===== config.mk =====
export PLATFORM = sky130hd
export DESIGN_NAME = vga_timing_sequencer_flat
export DESIGN_NICKNAME = d
export VERILOG_FILES = /design/src/rtl/vga_timing_sequencer_pkg.sv /design/src/rtl/vga_timing_sequencer_if.sv /design/src/rtl/vga_axis_sequencer.sv /design/src/rtl/vga_timing_sequencer.sv /design/src/flat_wrapper.sv
export SDC_FILE = /design/constraint.sdc
export NUM_CORES = 1
export LEC_CHECK = 0
export ABC_AREA = 1
export CORE_MARGIN = 4
export CORE_UTILIZATION = 35
export CTS_CLUSTER_DIAMETER = 200
export DETAILED_ROUTE_END_ITERATION = 16
export GPL_TIMING_DRIVEN = 0
export PLACE_DENSITY = 0.51
export SYNTH_ARGS = -nofsm -noshare
export SYNTH_HDL_FRONTEND = slang
export SYNTH_SLANG_ARGS = --single-unit

===== constraint.sdc =====
create_clock -name control_clock -period 2.1 [get_ports control_clock]
set_input_delay 0.42 -clock control_clock [delete_from_list [all_inputs] [get_ports control_clock]]
set_output_delay 0.42 -clock control_clock [all_outputs]
set_load 0.02 [all_outputs]

===== src/rtl/vga_timing_sequencer_pkg.sv =====
// Shared types and default timing for the VGA raster sequencer.
// Default mode is 1024x768 @ 70 Hz on a 75 MHz pixel clock.
package vga_timing_pkg;

    typedef enum logic [1:0] {
        PHASE_ACTIVE = 2'd0,
        PHASE_FRONT  = 2'd1,
        PHASE_SYNC   = 2'd2,
        PHASE_BACK   = 2'd3
    } phase_e;

    localparam int DEF_COUNTER_SIZE = 11;

    localparam int DEF_H_ACTIVE = 1024;
    localparam int DEF_H_FRONT  = 24;
    localparam int DEF_H_SYNC   = 136;
    localparam int DEF_H_BACK   = 144;

    localparam int DEF_V_ACTIVE = 768;
    localparam int DEF_V_FRONT  = 3;
    localparam int DEF_V_SYNC   = 6;
    localparam int DEF_V_BACK   = 29;

    // Clocks per line from the four horizontal phase lengths.
    function automatic int h_total(input int active, input int front,
                                   input int sync, input int back);
        return active + front + sync + back;
    endfunction

    // Lines per frame from the four vertical phase lengths.
    function automatic int v_total(input int active, input int front,
                                   input int sync, input int back);
        return active + front + sync + back;
    endfunction

endpackage


===== src/rtl/vga_timing_sequencer_if.sv =====
// Raster timing bundle: the sequencer (master) consumes enable and
// produces the sync, blanking and coordinate signals.
interface vga_timing_sequencer_if
    import vga_timing_pkg::*;
#(
    parameter int COUNTER_SIZE = DEF_COUNTER_SIZE
);
    logic                    enable;
    logic                    hsync;
    logic                    vsync;
    logic                    display_enable;
    logic [COUNTER_SIZE-1:0] pixel_x;
    logic [COUNTER_SIZE-1:0] pixel_y;
    logic                    line_start;
    logic                    frame_start;

    modport master (
        input  enable,
        output hsync, vsync, display_enable, pixel_x, pixel_y,
               line_start, frame_start
    );

    modport slave (
        output enable,
        input  hsync, vsync, display_enable, pixel_x, pixel_y,
               line_start, frame_start
    );
endinterface


===== src/rtl/vga_axis_sequencer.sv =====
// One raster axis: ACTIVE -> FRONT -> SYNC -> BACK phase machine with a
// phase counter and a position counter. Outputs are the values being
// loaded on the coming edge, so the top can register decoded outputs
// that line up with the new position.
module vga_axis_sequencer
    import vga_timing_pkg::*;
#(
    parameter int COUNTER_SIZE = DEF_COUNTER_SIZE,
    parameter int LEN_ACTIVE   = DEF_H_ACTIVE,
    parameter int LEN_FRONT    = DEF_H_FRONT,
    parameter int LEN_SYNC     = DEF_H_SYNC,
    parameter int LEN_BACK     = DEF_H_BACK
) (
    input  logic                    i_clk,
    input  logic                    i_rst_n,
    input  logic                    i_advance,
    output phase_e                  o_phase,
    output logic [COUNTER_SIZE-1:0] o_position,
    output logic                    o_wrap
);

    localparam logic [COUNTER_SIZE-1:0] ZERO        = COUNTER_SIZE'(0);
    localparam logic [COUNTER_SIZE-1:0] ONE         = COUNTER_SIZE'(1);
    localparam logic [COUNTER_SIZE-1:0] LAST_ACTIVE = COUNTER_SIZE'(LEN_ACTIVE - 1);
    localparam logic [COUNTER_SIZE-1:0] LAST_FRONT  = COUNTER_SIZE'(LEN_FRONT - 1);
    localparam logic [COUNTER_SIZE-1:0] LAST_SYNC   = COUNTER_SIZE'(LEN_SYNC - 1);
    localparam logic [COUNTER_SIZE-1:0] LAST_BACK   = COUNTER_SIZE'(LEN_BACK - 1);

    phase_e                  r_phase;
    phase_e                  w_phase_nxt;
    logic [COUNTER_SIZE-1:0] r_count;
    logic [COUNTER_SIZE-1:0] w_count_nxt;
    logic [COUNTER_SIZE-1:0] r_position;
    logic [COUNTER_SIZE-1:0] w_position_nxt;
    logic [COUNTER_SIZE-1:0] w_last;
    logic                    w_wrap;

    // Terminal phase count for the phase currently being timed.
    always_comb begin
        case (r_phase)
            PHASE_ACTIVE: w_last = LAST_ACTIVE;
            PHASE_FRONT:  w_last = LAST_FRONT;
            PHASE_SYNC:   w_last = LAST_SYNC;
            PHASE_BACK:   w_last = LAST_BACK;
            default:      w_last = LAST_BACK;
        endcase
    end

    // Next phase, phase count and position; wrap flags BACK -> ACTIVE.
    always_comb begin
        w_phase_nxt    = r_phase;
        w_count_nxt    = r_count;
        w_position_nxt = r_position;
        w_wrap         = 1'b0;
        if (i_advance) begin
            if (r_count == w_last) begin
                w_count_nxt = ZERO;
                case (r_phase)
                    PHASE_ACTIVE: w_phase_nxt = PHASE_FRONT;
                    PHASE_FRONT:  w_phase_nxt = PHASE_SYNC;
                    PHASE_SYNC:   w_phase_nxt = PHASE_BACK;
                    PHASE_BACK:   w_phase_nxt = PHASE_ACTIVE;
                    default:      w_phase_nxt = PHASE_ACTIVE;
                endcase
                if (r_phase == PHASE_BACK) begin
                    w_position_nxt = ZERO;
                    w_wrap         = 1'b1;
                end else begin
                    w_position_nxt = r_position + ONE;
                end
            end else begin
                w_count_nxt    = r_count + ONE;
                w_position_nxt = r_position + ONE;
            end
        end else begin
            w_wrap = 1'b0;
        end
    end

    // Axis state registers.
    always_ff @(posedge i_clk or negedge i_rst_n) begin
        if (!i_rst_n) begin
            r_phase    <= PHASE_ACTIVE;
            r_count    <= ZERO;
            r_position <= ZERO;
        end else begin
            r_phase    <= w_phase_nxt;
            r_count    <= w_count_nxt;
            r_position <= w_position_nxt;
        end
    end

    assign o_phase    = w_phase_nxt;
    assign o_position = w_position_nxt;
    assign o_wrap     = w_wrap;

endmodule


===== src/rtl/vga_timing_sequencer.sv =====
// Raster timing generator: horizontal axis advances on every enabled
// clock, vertical axis advances on the horizontal wrap. The first
// enabled edge after reset presents position (0,0) without advancing,
// after which every enabled edge moves one pixel.
module vga_timing_sequencer
    import vga_timing_pkg::*;
#(
    parameter int   COUNTER_SIZE  = DEF_COUNTER_SIZE,
    parameter int   H_ACTIVE      = DEF_H_ACTIVE,
    parameter int   H_FRONT       = DEF_H_FRONT,
    parameter int   H_SYNC        = DEF_H_SYNC,
    parameter int   H_BACK        = DEF_H_BACK,
    parameter int   V_ACTIVE      = DEF_V_ACTIVE,
    parameter int   V_FRONT       = DEF_V_FRONT,
    parameter int   V_SYNC        = DEF_V_SYNC,
    parameter int   V_BACK        = DEF_V_BACK,
    parameter logic SYNC_POLARITY = 1'b0
) (
    input  logic                          control_clock,
    input  logic                          control_reset_n,
    vga_timing_sequencer_if.master        bus
);

    localparam int H_TOTAL = h_total(H_ACTIVE, H_FRONT, H_SYNC, H_BACK);
    localparam int V_TOTAL = v_total(V_ACTIVE, V_FRONT, V_SYNC, V_BACK);

    if (H_ACTIVE <= 0 || H_FRONT <= 0 || H_SYNC <= 0 || H_BACK <= 0) begin : g_bad_h_phase
        $error("vga_timing_sequencer: horizontal phase length must be non-zero");
    end
    if (V_ACTIVE <= 0 || V_FRONT <= 0 || V_SYNC <= 0 || V_BACK <= 0) begin : g_bad_v_phase
        $error("vga_timing_sequencer: vertical phase length must be non-zero");
    end
    if (H_TOTAL > (2 ** COUNTER_SIZE) || V_TOTAL > (2 ** COUNTER_SIZE)) begin : g_bad_total
        $error("vga_timing_sequencer: total exceeds counter range");
    end

    phase_e                  w_h_phase;
    phase_e                  w_v_phase;
    logic [COUNTER_SIZE-1:0] w_h_position;
    logic [COUNTER_SIZE-1:0] w_v_position;
    logic                    w_h_wrap;
    logic                    w_v_wrap;
    logic                    w_first;
    logic                    w_run;

    logic                    r_started;
    logic                    r_hsync;
    logic                    r_vsync;
    logic                    r_display_enable;
    logic [COUNTER_SIZE-1:0] r_pixel_x;
    logic [COUNTER_SIZE-1:0] r_pixel_y;
    logic                    r_line_start;
    logic                    r_frame_start;

    // First enabled edge only latches (0,0); later enabled edges advance.
    assign w_first = bus.enable & ~r_started;
    assign w_run   = bus.enable & r_started;

    vga_axis_sequencer #(
        .COUNTER_SIZE (COUNTER_SIZE),
        .LEN_ACTIVE   (H_ACTIVE),
        .LEN_FRONT    (H_FRONT),
        .LEN_SYNC     (H_SYNC),
        .LEN_BACK     (H_BACK)
    ) u_h_axis (
        .i_clk      (control_clock),
        .i_rst_n    (control_reset_n),
        .i_advance  (w_run),
        .o_phase    (w_h_phase),
        .o_position (w_h_position),
        .o_wrap     (w_h_wrap)
    );

    vga_axis_sequencer #(
        .COUNTER_SIZE (COUNTER_SIZE),
        .LEN_ACTIVE   (V_ACTIVE),
        .LEN_FRONT    (V_FRONT),
        .LEN_SYNC     (V_SYNC),
        .LEN_BACK     (V_BACK)
    ) u_v_axis (
        .i_clk      (control_clock),
        .i_rst_n    (control_reset_n),
        .i_advance  (w_h_wrap),
        .o_phase    (w_v_phase),
        .o_position (w_v_position),
        .o_wrap     (w_v_wrap)
    );

    // Register outputs decoded from the values the axes load this edge.
    always_ff @(posedge control_clock or negedge control_reset_n) begin
        if (!control_reset_n) begin
            r_started        <= 1'b0;
            r_hsync          <= ~SYNC_POLARITY;
            r_vsync          <= ~SYNC_POLARITY;
            r_display_enable <= 1'b0;
            r_pixel_x        <= COUNTER_SIZE'(0);
            r_pixel_y        <= COUNTER_SIZE'(0);
            r_line_start     <= 1'b0;
            r_frame_start    <= 1'b0;
        end else if (bus.enable) begin
            r_started        <= 1'b1;
            r_hsync          <= (w_h_phase == PHASE_SYNC) ? SYNC_POLARITY : ~SYNC_POLARITY;
            r_vsync          <= (w_v_phase == PHASE_SYNC) ? SYNC_POLARITY : ~SYNC_POLARITY;
            r_display_enable <= (w_h_phase == PHASE_ACTIVE) && (w_v_phase == PHASE_ACTIVE);
            r_pixel_x        <= w_h_position;
            r_pixel_y        <= w_v_position;
            r_line_start     <= w_first | w_h_wrap;
            r_frame_start    <= w_first | w_v_wrap;
        end else begin
            r_line_start     <= 1'b0;
            r_frame_start    <= 1'b0;
        end
    end

    assign bus.hsync          = r_hsync;
    assign bus.vsync          = r_vsync;
    assign bus.display_enable = r_display_enable;
    assign bus.pixel_x        = r_pixel_x;
    assign bus.pixel_y        = r_pixel_y;
    assign bus.line_start     = r_line_start;
    assign bus.frame_start    = r_frame_start;

endmodule


===== src/flat_wrapper.sv =====
// flat-port wrapper written by rule: the top's interface ports become plain ports
module vga_timing_sequencer_flat import vga_timing_pkg::*;
#(
    parameter int   COUNTER_SIZE  = DEF_COUNTER_SIZE,
    parameter int   H_ACTIVE      = DEF_H_ACTIVE,
    parameter int   H_FRONT       = DEF_H_FRONT,
    parameter int   H_SYNC        = DEF_H_SYNC,
    parameter int   H_BACK        = DEF_H_BACK,
    parameter int   V_ACTIVE      = DEF_V_ACTIVE,
    parameter int   V_FRONT       = DEF_V_FRONT,
    parameter int   V_SYNC        = DEF_V_SYNC,
    parameter int   V_BACK        = DEF_V_BACK,
    parameter logic SYNC_POLARITY = 1'b0
)
  (control_clock, control_reset_n, bus_enable, bus_hsync, bus_vsync, bus_display_enable, bus_pixel_x, bus_pixel_y, bus_line_start, bus_frame_start);
  vga_timing_sequencer_if #(.COUNTER_SIZE(COUNTER_SIZE)) bus_i ();
  input  logic control_clock;
  input  logic control_reset_n;
  input wire logic [$bits(bus_i.enable)-1:0] bus_enable;
  output wire logic [$bits(bus_i.hsync)-1:0] bus_hsync;
  output wire logic [$bits(bus_i.vsync)-1:0] bus_vsync;
  output wire logic [$bits(bus_i.display_enable)-1:0] bus_display_enable;
  output wire logic [$bits(bus_i.pixel_x)-1:0] bus_pixel_x;
  output wire logic [$bits(bus_i.pixel_y)-1:0] bus_pixel_y;
  output wire logic [$bits(bus_i.line_start)-1:0] bus_line_start;
  output wire logic [$bits(bus_i.frame_start)-1:0] bus_frame_start;
  assign bus_i.enable = bus_enable;
  assign bus_hsync = bus_i.hsync;
  assign bus_vsync = bus_i.vsync;
  assign bus_display_enable = bus_i.display_enable;
  assign bus_pixel_x = bus_i.pixel_x;
  assign bus_pixel_y = bus_i.pixel_y;
  assign bus_line_start = bus_i.line_start;
  assign bus_frame_start = bus_i.frame_start;
  vga_timing_sequencer #(.COUNTER_SIZE(COUNTER_SIZE), .H_ACTIVE(H_ACTIVE), .H_FRONT(H_FRONT), .H_SYNC(H_SYNC), .H_BACK(H_BACK), .V_ACTIVE(V_ACTIVE), .V_FRONT(V_FRONT), .V_SYNC(V_SYNC), .V_BACK(V_BACK), .SYNC_POLARITY(SYNC_POLARITY)) u_core (.control_clock(control_clock), .control_reset_n(control_reset_n), .bus(bus_i));
endmodule

# Yosys cells after proc, flatten, opt, wreduce, memory -nomap -nowiden
# Index checks and enable logic that the tools add are counted.
[totals] regBits=76 latch_bits=0 ram_bits=0 rom_bits=0 output_inout_bits=27 elab_cells=64 mem_count=0
[classes] n_addsub=4 multipliers=0 div_mod_pow=0 n_lt_le_gt_ge=0 n_eq_ne=10 shifts=0 mux=26 bitwise_logic=5 n_reduce_logical=5
[op_table] cell="11-bit two-way mux" n=8
[op_table] cell="11-bit one-hot mux with 4 select lines" n=2
[op_table] cell="11-bit by 1-bit adder with 11-bit output, second input constant" n=4
[op_table] cell="11-bit equality test" n=2
[op_table] cell="2-bit one-hot mux with 4 select lines" n=2
[op_table] cell="2-bit equality test, second input constant" n=6
[op_table] cell="1-bit two-way mux" n=10
[op_table] cell="2-bit logical NOT" n=4
[op_table] cell="2-bit two-way mux" n=4
[op_table] cell="2-bit by 1-bit equality test with 1-bit output, second input constant" n=2
[op_table] cell="1-bit bitwise AND" n=2
[op_table] cell="1-bit OR" n=2
[op_table] cell="1-bit logical AND" n=1
[op_table] cell="1-bit NOT" n=1

# Depth between registers and ports, before layout
# Gate-level depths: netlist of the first run.
[depth] depth_word=8 ltp_mapped=16

# By module
# From an unflattened synthesis of the first run, not the netlist that was laid out.
[hier_totals] hier_cells=553 area_unflattened_um2=4231.6
[by_module_without_submodules] module="vga_axis_sequencer at u_core.u_h_axis" n_inst=1 cells_each=222 area_per_inst_um2=1585.3 seq_area_each_um2=600.6
[by_module_without_submodules] module="vga_axis_sequencer at u_core.u_v_axis" n_inst=1 cells_each=211 area_per_inst_um2=1554.0 seq_area_each_um2=600.6
[by_module_without_submodules] module="vga_timing_sequencer" n_inst=1 cells_each=120 area_per_inst_um2=1092.3 seq_area_each_um2=703.2

# Least setup slack after synthesis of the first run
# No wires, ideal clock.
[synth_timing] kind="register to register" from="register u_core.u_h_axis.r_phase[0]" to="register u_core.u_v_axis.r_count[8]" setup_time_ns=0.092 arrival_time_ns=1.804 t_required_ns=2.008 setup_slack_ns=0.204 stages_incl_launch_ff=13 path_cell_list="dfrtp_1 inv_1 ha_1 buf_6 nand2_1 nand2_1 nor3_2 inv_1 nor2_1 nand3_2 buf_6 buf_6 o31ai_2"
[synth_via] elab_chain_cells=5 word_cells_on_any_way=9 classes_between="4 x eq/ne; 4 x mux; 1 x reduce/logical"
[synth_rtl] element="start, declared" line="vga_axis_sequencer.sv:29" text="phase_e r_phase;"
[synth_rtl] element="start signal, assigned" line="vga_axis_sequencer.sv:87" text="r_phase <= w_phase_nxt;"
[synth_rtl] element="2-bit equality test (tied with other cells)" line="vga_axis_sequencer.sv:40, vga_axis_sequencer.sv:65"
[synth_rtl] element="11-bit one-hot mux with 4 select lines" line="vga_axis_sequencer.sv:40" text="case (r_phase)"
[synth_rtl] element="11-bit equality test" line="vga_axis_sequencer.sv:56" text="if (r_count == w_last) begin"
[synth_rtl] element="1-bit two-way mux (*)" line="vga_axis_sequencer.sv:56"
[synth_rtl] element="1-bit two-way mux (*)" line="vga_axis_sequencer.sv:55" text="if (i_advance) begin"
[synth_rtl] element="end signal, assigned" line="vga_axis_sequencer.sv:88" text="r_count <= w_count_nxt;"
[synth_rtl] element="end, declared" line="vga_axis_sequencer.sv:31" text="logic [COUNTER_SIZE-1:0] r_count;"
# Every way passes the cells marked *; elsewhere a longest branch is shown, timed or not. The select of a mux whose other input is x is not followed.
# A chain may end at the register's enable or synchronous reset.

# Final worst setup path of the first run
# Same ends and word-level chain as after synthesis.

==> run summary, run 1 <==
# setup viols final: 1
Post-Layout Cell Count: 745
remaining global-route overflow: 0
initial core utilization: 35.7%
top cell type's share of synthesized area: 43.1%
final WL: 10400 um
largest area contributor in the netlist: dfrtp_1
Clock Pin Slew Worst Setup and Hold Paths: 0.06 ns
status: finished with violations
post-synthesis sequential area ratio: 44.4%
final core utilization: 47.1%
hold_ws: 0.0161 ns
setup TNS: -0.00945 ns
synth unique cells: 42
overall global routing resource usage: 14.9%
RSZ-0062 raised after global routing: true
largest net degree at the start of global routing: 48
max-slew violation count: 0
drt pass-1 iters: 4
Arrival @ worst endpoint: 2.36 ns
synthesized cell area: 4290 um^2
syn avg cell area: 8.10 um^2
CP endpoint kind: register
Vias/cell: 4.84
via count: 3606
Final Hold Fails: 0
Worst EP required: 2.35 ns
violated checks: setup timing
Worst Setup Start Kind: register
Most used DFF post-synth: dfrtp_1
Fmax achieved: 0.474 GHz
DP Area: 4780 um^2
DP Wirelength: 7130 um
Max Cap Violations: 0
share of cells above drive strength 1: 23.6%
power per cell area: 732 nW/um^2
first-pass GRT wire length: 17100 um
Leakage: 2.66 nW
Post-synth EDFFs: 0
Net count, final: 610
Setup Crit Path Kind: register to register
Synth async-reset ratio: 100%
Slew @ Worst Pin: 0.552 ns
crit-path leading delay family: simple AND/OR/NAND/NOR gates
Final Skew: 0.00565 ns
ranking of synthesized cells by area: dfrtp_1 (43%), nand2_1 (14%), inv_1 (4.8%)
Antenna diodes: 0
hold_buf cts: 0
final setup margin: -0.00945 ns
slowest stage delay, CP: 0.40 ns
Placeable Area: 12000 um^2
worst slack at placement: -0.161 ns
slowest CP cell: dfrtp_1
vias in the first global route: 3485
post-route ant nets: 0
Final period util: 100%
clk sinks: 76
hold crit path type: primary input to asynchronous set/reset pin
Cells after Synth: 530
worst skew pair latency: 0.34 ns
Pwr Total: 4.14 mW
IO Port Bufs: 28
Buf/Inv on CP: 3
Design Area, Final: 5660 um^2
crit path cell chain: buf_6 -> ha_4 -> o21bai_4 -> nand2_2 -> nor2_2 -> nand3_2 -> nor2_4 -> nand3_4 -> buf_8 -> buf_12 -> o31ai_4
CTS H-Tree Depth: 3
Die Height: 119 um
Peak supply drop: 0.000414 V
CTS buffer count: 9
placer's final routability congestion estimate: 0.805
Ys Warns: 0
Rel. slew slack: 63.2%
synthesis-stage register bit count: 76
Clock Path Buffers: 2
Placed Cells incl. Taps: 706
area delta synth->final: 31.8%
DRC viols: 0
antenna violations before repair: 0
site row count: 40
Top Ports: 30
fillers: 1158
Root Driver: clkbuf_16
total die area: 14100 um^2
Routed WL per cell: 14.0 um
post-synth net total: 547
Final min period: 2.11 ns
Die Width: 119 um
1st-iter DRT viols: 155
crit path max fanout: 6
CTS tree: built
==> cells in the final DEF, fill, tap and decap left out, drive strengths merged, types with 2 or more instances in the layout <==
cell / Yosys / final
dfrtp: 74 / 74
buf: 15 / 37
and3: 4 / 4
ha: 14 / 14
inv: 57 / 57
nand3: 34 / 34
nand4: 15 / 15
o21ai: 28 / 28
nor3b: 3 / 3
clkinv: 0 / 4
or2: 2 / 2
xor2: 19 / 19
o31ai: 7 / 7
a31oi: 4 / 4
o21bai: 5 / 5
a21oi: 7 / 7
nand2: 166 / 166
clkbuf: 2 / 15
clkdlybuf4s50: 0 / 27
dfstp: 2 / 2
xnor2: 5 / 5
nor2: 50 / 50
nor3: 13 / 13
==> what timing repair did <==
item | 4_1_cts | 5_1_grt
endpoints found under the hold margin | 0 | 0
gates resized for setup | 8 | 91
pin swaps | 0 | 21
endpoints found under the setup margin | 42 | 54
cloned | 1 | 3
buffers inserted | 3 | 16
==> logic make-up (layout without fill, tap and decap cells) <==
family	count (synthesis)	in the layout	share of synthesized area, %
flops	76	76	44.4
fa+ha+maj	14	14	4.08
simple gates	288	288	30.6
compound gates	54	54	8.16
buf+inv	74	142	7.90
xor+xnor	24	24	4.90
==> worst reg2reg max path: stages (launching register included) <==
cell	delay, ns
dfrtp_1	0.40
buf_6	0.13
ha_4	0.17
o21bai_4	0.16
nand2_2	0.10
nor2_2	0.13
nand3_2	0.10
nor2_4	0.14
nand3_4	0.16
buf_8	0.19
buf_12	0.13
o31ai_4	0.22
==> power breakdown <==
group	leakage [nW]	internal [mW]	switching, mW
clock	0.142	0.921	0.638
sequential	0.955	1.62	0.142
combinational	1.56	0.342	0.476
==> Yosys cell counts, types with 5 or more instances <==
cell        n
nand3_1    30
o21bai_1    5
nor2_1     43
a21oi_1     7
nand2_1   161
nor3_1     12
xor2_1     19
o21ai_0    19
buf_6       5
dfrtp_1    74
inv_1      55
buf_4       5
ha_1       14
xnor2_1     5
o21ai_2     6
nand4_1    13
==> state kept, by name (all words and copies together) (netlist names) <==
name                        flops
u_core.r_started                1
u_core.u_v_axis.r_position     11
u_core.bus.frame_start          1
u_core.u_h_axis.r_phase         2
u_core.bus.pixel_x             11
u_core.u_v_axis.r_phase         2
u_core.bus.line_start           1
u_core.bus.display_enable       1
u_core.bus.pixel_y             11
u_core.u_h_axis.r_count        11
u_core.u_v_axis.r_count        11
u_core.bus.hsync                1
u_core.bus.vsync                1
u_core.u_h_axis.r_position     11
==> per-layer routing <==
metal	global-route usage [%]	up-vias	share of wire [%]
li1	-	1836	-
met1	20.1	1710	48
met2	24.0	49	48
met3	3.06	11	2.5
met4	4.56	0	1.0
met5	0	-	0
==> area by class of cell <==
class / instances / area (um^2) / area share (%)
plain buffers: 17 / 161 / 2.85
clock buffers: 10 / 229 / 4.05
clock inverters: 6 / 65.1 / 1.15
inverters: 57 / 216 / 3.83
multi-input cells: 380 / 2350 / 41.5
flip-flops and latches: 76 / 1910 / 33.7
well taps: 147 / 184 / 3.25
repair buffers: 52 / 548 / 9.69
==> final timing paths <==
kind / to / slack [ns] / depth (start not counted) / startpoint
worst max-delay path: u_core.u_v_axis.r_count[8]$_DFFE_PN0N_ / -0.009 / 11 / u_core.u_h_axis.r_phase[0]$_DFF_PN0_
min in group control_clock: u_core.r_started$_DFFE_PN0P_ / 0.38 / 2 / bus_enable
worst min register to register: u_core.bus.vsync$_DFFE_PN1P_ / 0.47 / 2 / u_core.bus.vsync$_DFFE_PN1P_
max in group asynchronous: u_core.bus.hsync$_DFFE_PN1P_ / 1.46 / 2 / control_reset_n
worst max register to register: u_core.u_v_axis.r_count[8]$_DFFE_PN0N_ / -0.009 / 11 / u_core.u_h_axis.r_phase[0]$_DFF_PN0_
worst min-delay path: u_core.u_v_axis.r_count[7]$_DFFE_PN0N_ / 0.02 / 1 / control_reset_n
(Power assumes the default switching activity.)
==> run 2, diff against run 1 <==
CORE_MARGIN = 2   (was 4)
TNS_END_PERCENT = 10   (was unset)
==> run summary, run 2 (same netlist as run 1, synthesis figures left out) <==
Worst EP required: 2.38 ns (+0.03 ns)
CP endpoint kind: register
reg-to-reg slack, setup: -0.008 ns (about the same)
Arrival @ worst endpoint: 2.39 ns (+0.03 ns)
violated checks: setup timing
Final Hold Fails: 0 (unchanged)
DP Area: 4780 um^2 (unchanged)
drt pass-1 iters: 4 (unchanged)
Net count, final: 608 (-0.33%)
hold crit path type: primary input to asynchronous set/reset pin
Final min period: 2.11 ns (-0.00127 ns)
Clock Pin Slew Worst Setup and Hold Paths: 0.06 ns (about the same)
largest net degree at the start of global routing: 48 (unchanged)
crit path max fanout: 5 (-1)
initial core utilization: 35.7% (unchanged)
Final Skew: 0.00698 ns (+0.00133 ns)
RR Startpoint: u_core.u_h_axis.r_phase[1]$_DFF_PN0_
final WL: 10500 um (+0.40%)
crit path cell chain: inv_2 -> ha_4 -> nor2_2 -> nand2_1 -> nand2_2 -> buf_6 -> nor2_4 -> nand4_4 -> nor2_4 -> buf_6 -> nand3_2 -> nand2_2 -> nand3_2 -> nand2_1
Rel. slew slack: 61.4% (-1.8 points)
Routed WL per cell: 14.1 um (+0.67%)
CTS H-Tree Depth: 3 (unchanged)
met1 Track Usage GR: 22.6% (+2.5 points)
Final period util: 100% (about the same)
Peak supply drop: 0.000353 V (-15%)
Clock Path Buffers: 2 (unchanged)
worst r2r dst: u_core.bus.display_enable$_DFFE_PN0P_
worst skew pair latency: 0.34 ns (about the same)
GRT busiest layer: met2
CTS buffer count: 9 (unchanged)
max-slew violation count: 0 (unchanged)
Post-Layout Cell Count: 743 (-0.27%)
# setup viols final: 1 (unchanged)
DP Wirelength: 7150 um (+0.27%)
post-route ant nets: 0 (unchanged)
DRC viols: 0 (unchanged)
worst slack at placement: -0.176 ns (-0.0154 ns)
site row count: 40 (unchanged)
total die area: 13200 um^2 (-6.6%)
overall global routing resource usage: 16.2% (+1.3 points)
Leakage: 2.64 nW (-0.76%)
Design Area, Final: 5660 um^2 (about the same)
Die Height: 115 um (-3.4%)
clk sinks: 76 (unchanged)
remaining global-route overflow: 0 (unchanged)
via count: 3611 (+0.14%)
1st-iter DRT viols: 135 (-13%)
vias in the first global route: 3411 (-2.1%)
Worst Setup Start Kind: register
hold_buf cts: 0 (unchanged)
area delta synth->final: 31.8% (about the same)
Fmax achieved: 0.474 GHz (about the same)
power per cell area: 757 nW/um^2 (+3.5%)
Root Driver: clkbuf_16
grt met3 use: 3.27% (+0.21 points)
placer's final routability congestion estimate: 0.865 (+7.5%)
slowest CP cell: dfrtp_1
Die Width: 115 um (-3.4%)
Slew @ Worst Pin: 0.580 ns (+0.0277 ns)
slowest stage delay, CP: 0.39 ns (about the same)
first-pass GRT wire length: 16800 um (-1.7%)
met2 Track Usage GR: 25.4% (+1.5 points)
Top Ports: 30 (unchanged)
final core utilization: 47.1% (about the same)
Max Cap Violations: 0 (unchanged)
Placeable Area: 12000 um^2 (unchanged)
FF-to-FF path depth: 14 (+3)
share of cells above drive strength 1: 23.5% (-0.089 points)
final setup margin: -0.00818 ns (+0.00127 ns)
Setup Crit Path Kind: register to register
status: finished with violations
Antenna diodes: 0 (unchanged)
Vias/cell: 4.86 (+0.41%)
IO Port Bufs: 28 (unchanged)
Pwr Total: 4.29 mW (+3.5%)
CTS tree: built
commonest non-fill, non-tap cell in the layout: nand2_1
RSZ-0062 raised after global routing: true
antenna violations before repair: 0 (unchanged)
commonest non-fill, non-tap cells in the layout: nand2_1 (142), dfrtp_1 (72), inv_1 (50)
Placed Cells incl. Taps: 706 (unchanged)
## run 2: per-stage QoR
| step | hold WS (ns) | setup TNS [ns] |
|---|---|---|
| after detailed placement | 0.391 | -4.26 |
| after CTS | 0.0302 | -0.0920 |
| after global placement | 0.458 | -172.76 |
| final | 0.0191 | -0.00818 |
| after global routing | 0.0532 | -2.33 |
| after floorplan | 0.124 | 0 |
## run 2: report_power, final
part	leakage [nW]	switching, mW	internal (mW)	total, mW
clock	0.158	0.655	1.05	1.71
combinational	1.53	0.472	0.352	0.823
sequential	0.955	0.131	1.62	1.75
total	2.64	1.26	3.03	4.29
## run 2: layout make-up
| cell class | instances | area, um^2 |
|---|---|---|
| Timing Repair Buffer | 51 | 539 |
| Fill cell | 1162 | 6350 |
| Inverter | 57 | 216 |
| Clock inverter | 6 | 95.1 |
| Clock buffer | 10 | 229 |
| Tap cell | 147 | 184 |
| Buffer | 16 | 134 |
| Multi-Input combinational cell | 380 | 2350 |
| Sequential cell | 76 | 1910 |
## run 2: timing repair
action,4_1_cts,5_1_grt
endpoints found under the setup margin,44,44
setup buffers,10,10
pin swaps,6,22
resized for setup,25,73
cloned,2,2
## run 2: worst max path at each step
stage                                                   endpoint  slack, ns                                 start
final                      u_core.bus.display_enable$_DFFE_PN0P_     -0.008  u_core.u_h_axis.r_phase[1]$_DFF_PN0_
after CTS                     u_core.bus.pixel_y[10]$_DFFE_PN0P_      -0.02  u_core.u_h_axis.r_phase[0]$_DFF_PN0_
after detailed placement       u_core.bus.pixel_y[4]$_DFFE_PN0P_      -0.18  u_core.u_h_axis.r_phase[1]$_DFF_PN0_
after global routing           u_core.bus.pixel_y[2]$_DFFE_PN0P_      -0.14  u_core.u_h_axis.r_phase[1]$_DFF_PN0_
after global placement         u_core.bus.pixel_x[7]$_DFFE_PN0P_      -2.27                       control_reset_n
after floorplan           u_core.u_v_axis.r_count[8]$_DFFE_PN0N_       0.20  u_core.u_h_axis.r_phase[0]$_DFF_PN0_
## run 2: worst max-delay path: cells and delay by family (launching register included)
kind                     cells  cell delay (ns)
AND/OR/NAND/NOR             10             1.03
adder cells (fa/ha/maj)      1             0.23
flip-flops                   1             0.39
buffers and inverters        3             0.40
## run 2: routing by layer
layer	share of wire [%]	routed length (um)
met1	49	5090
met4	1.3	135
met5	0	0
met2	46	4870
met3	3.6	374
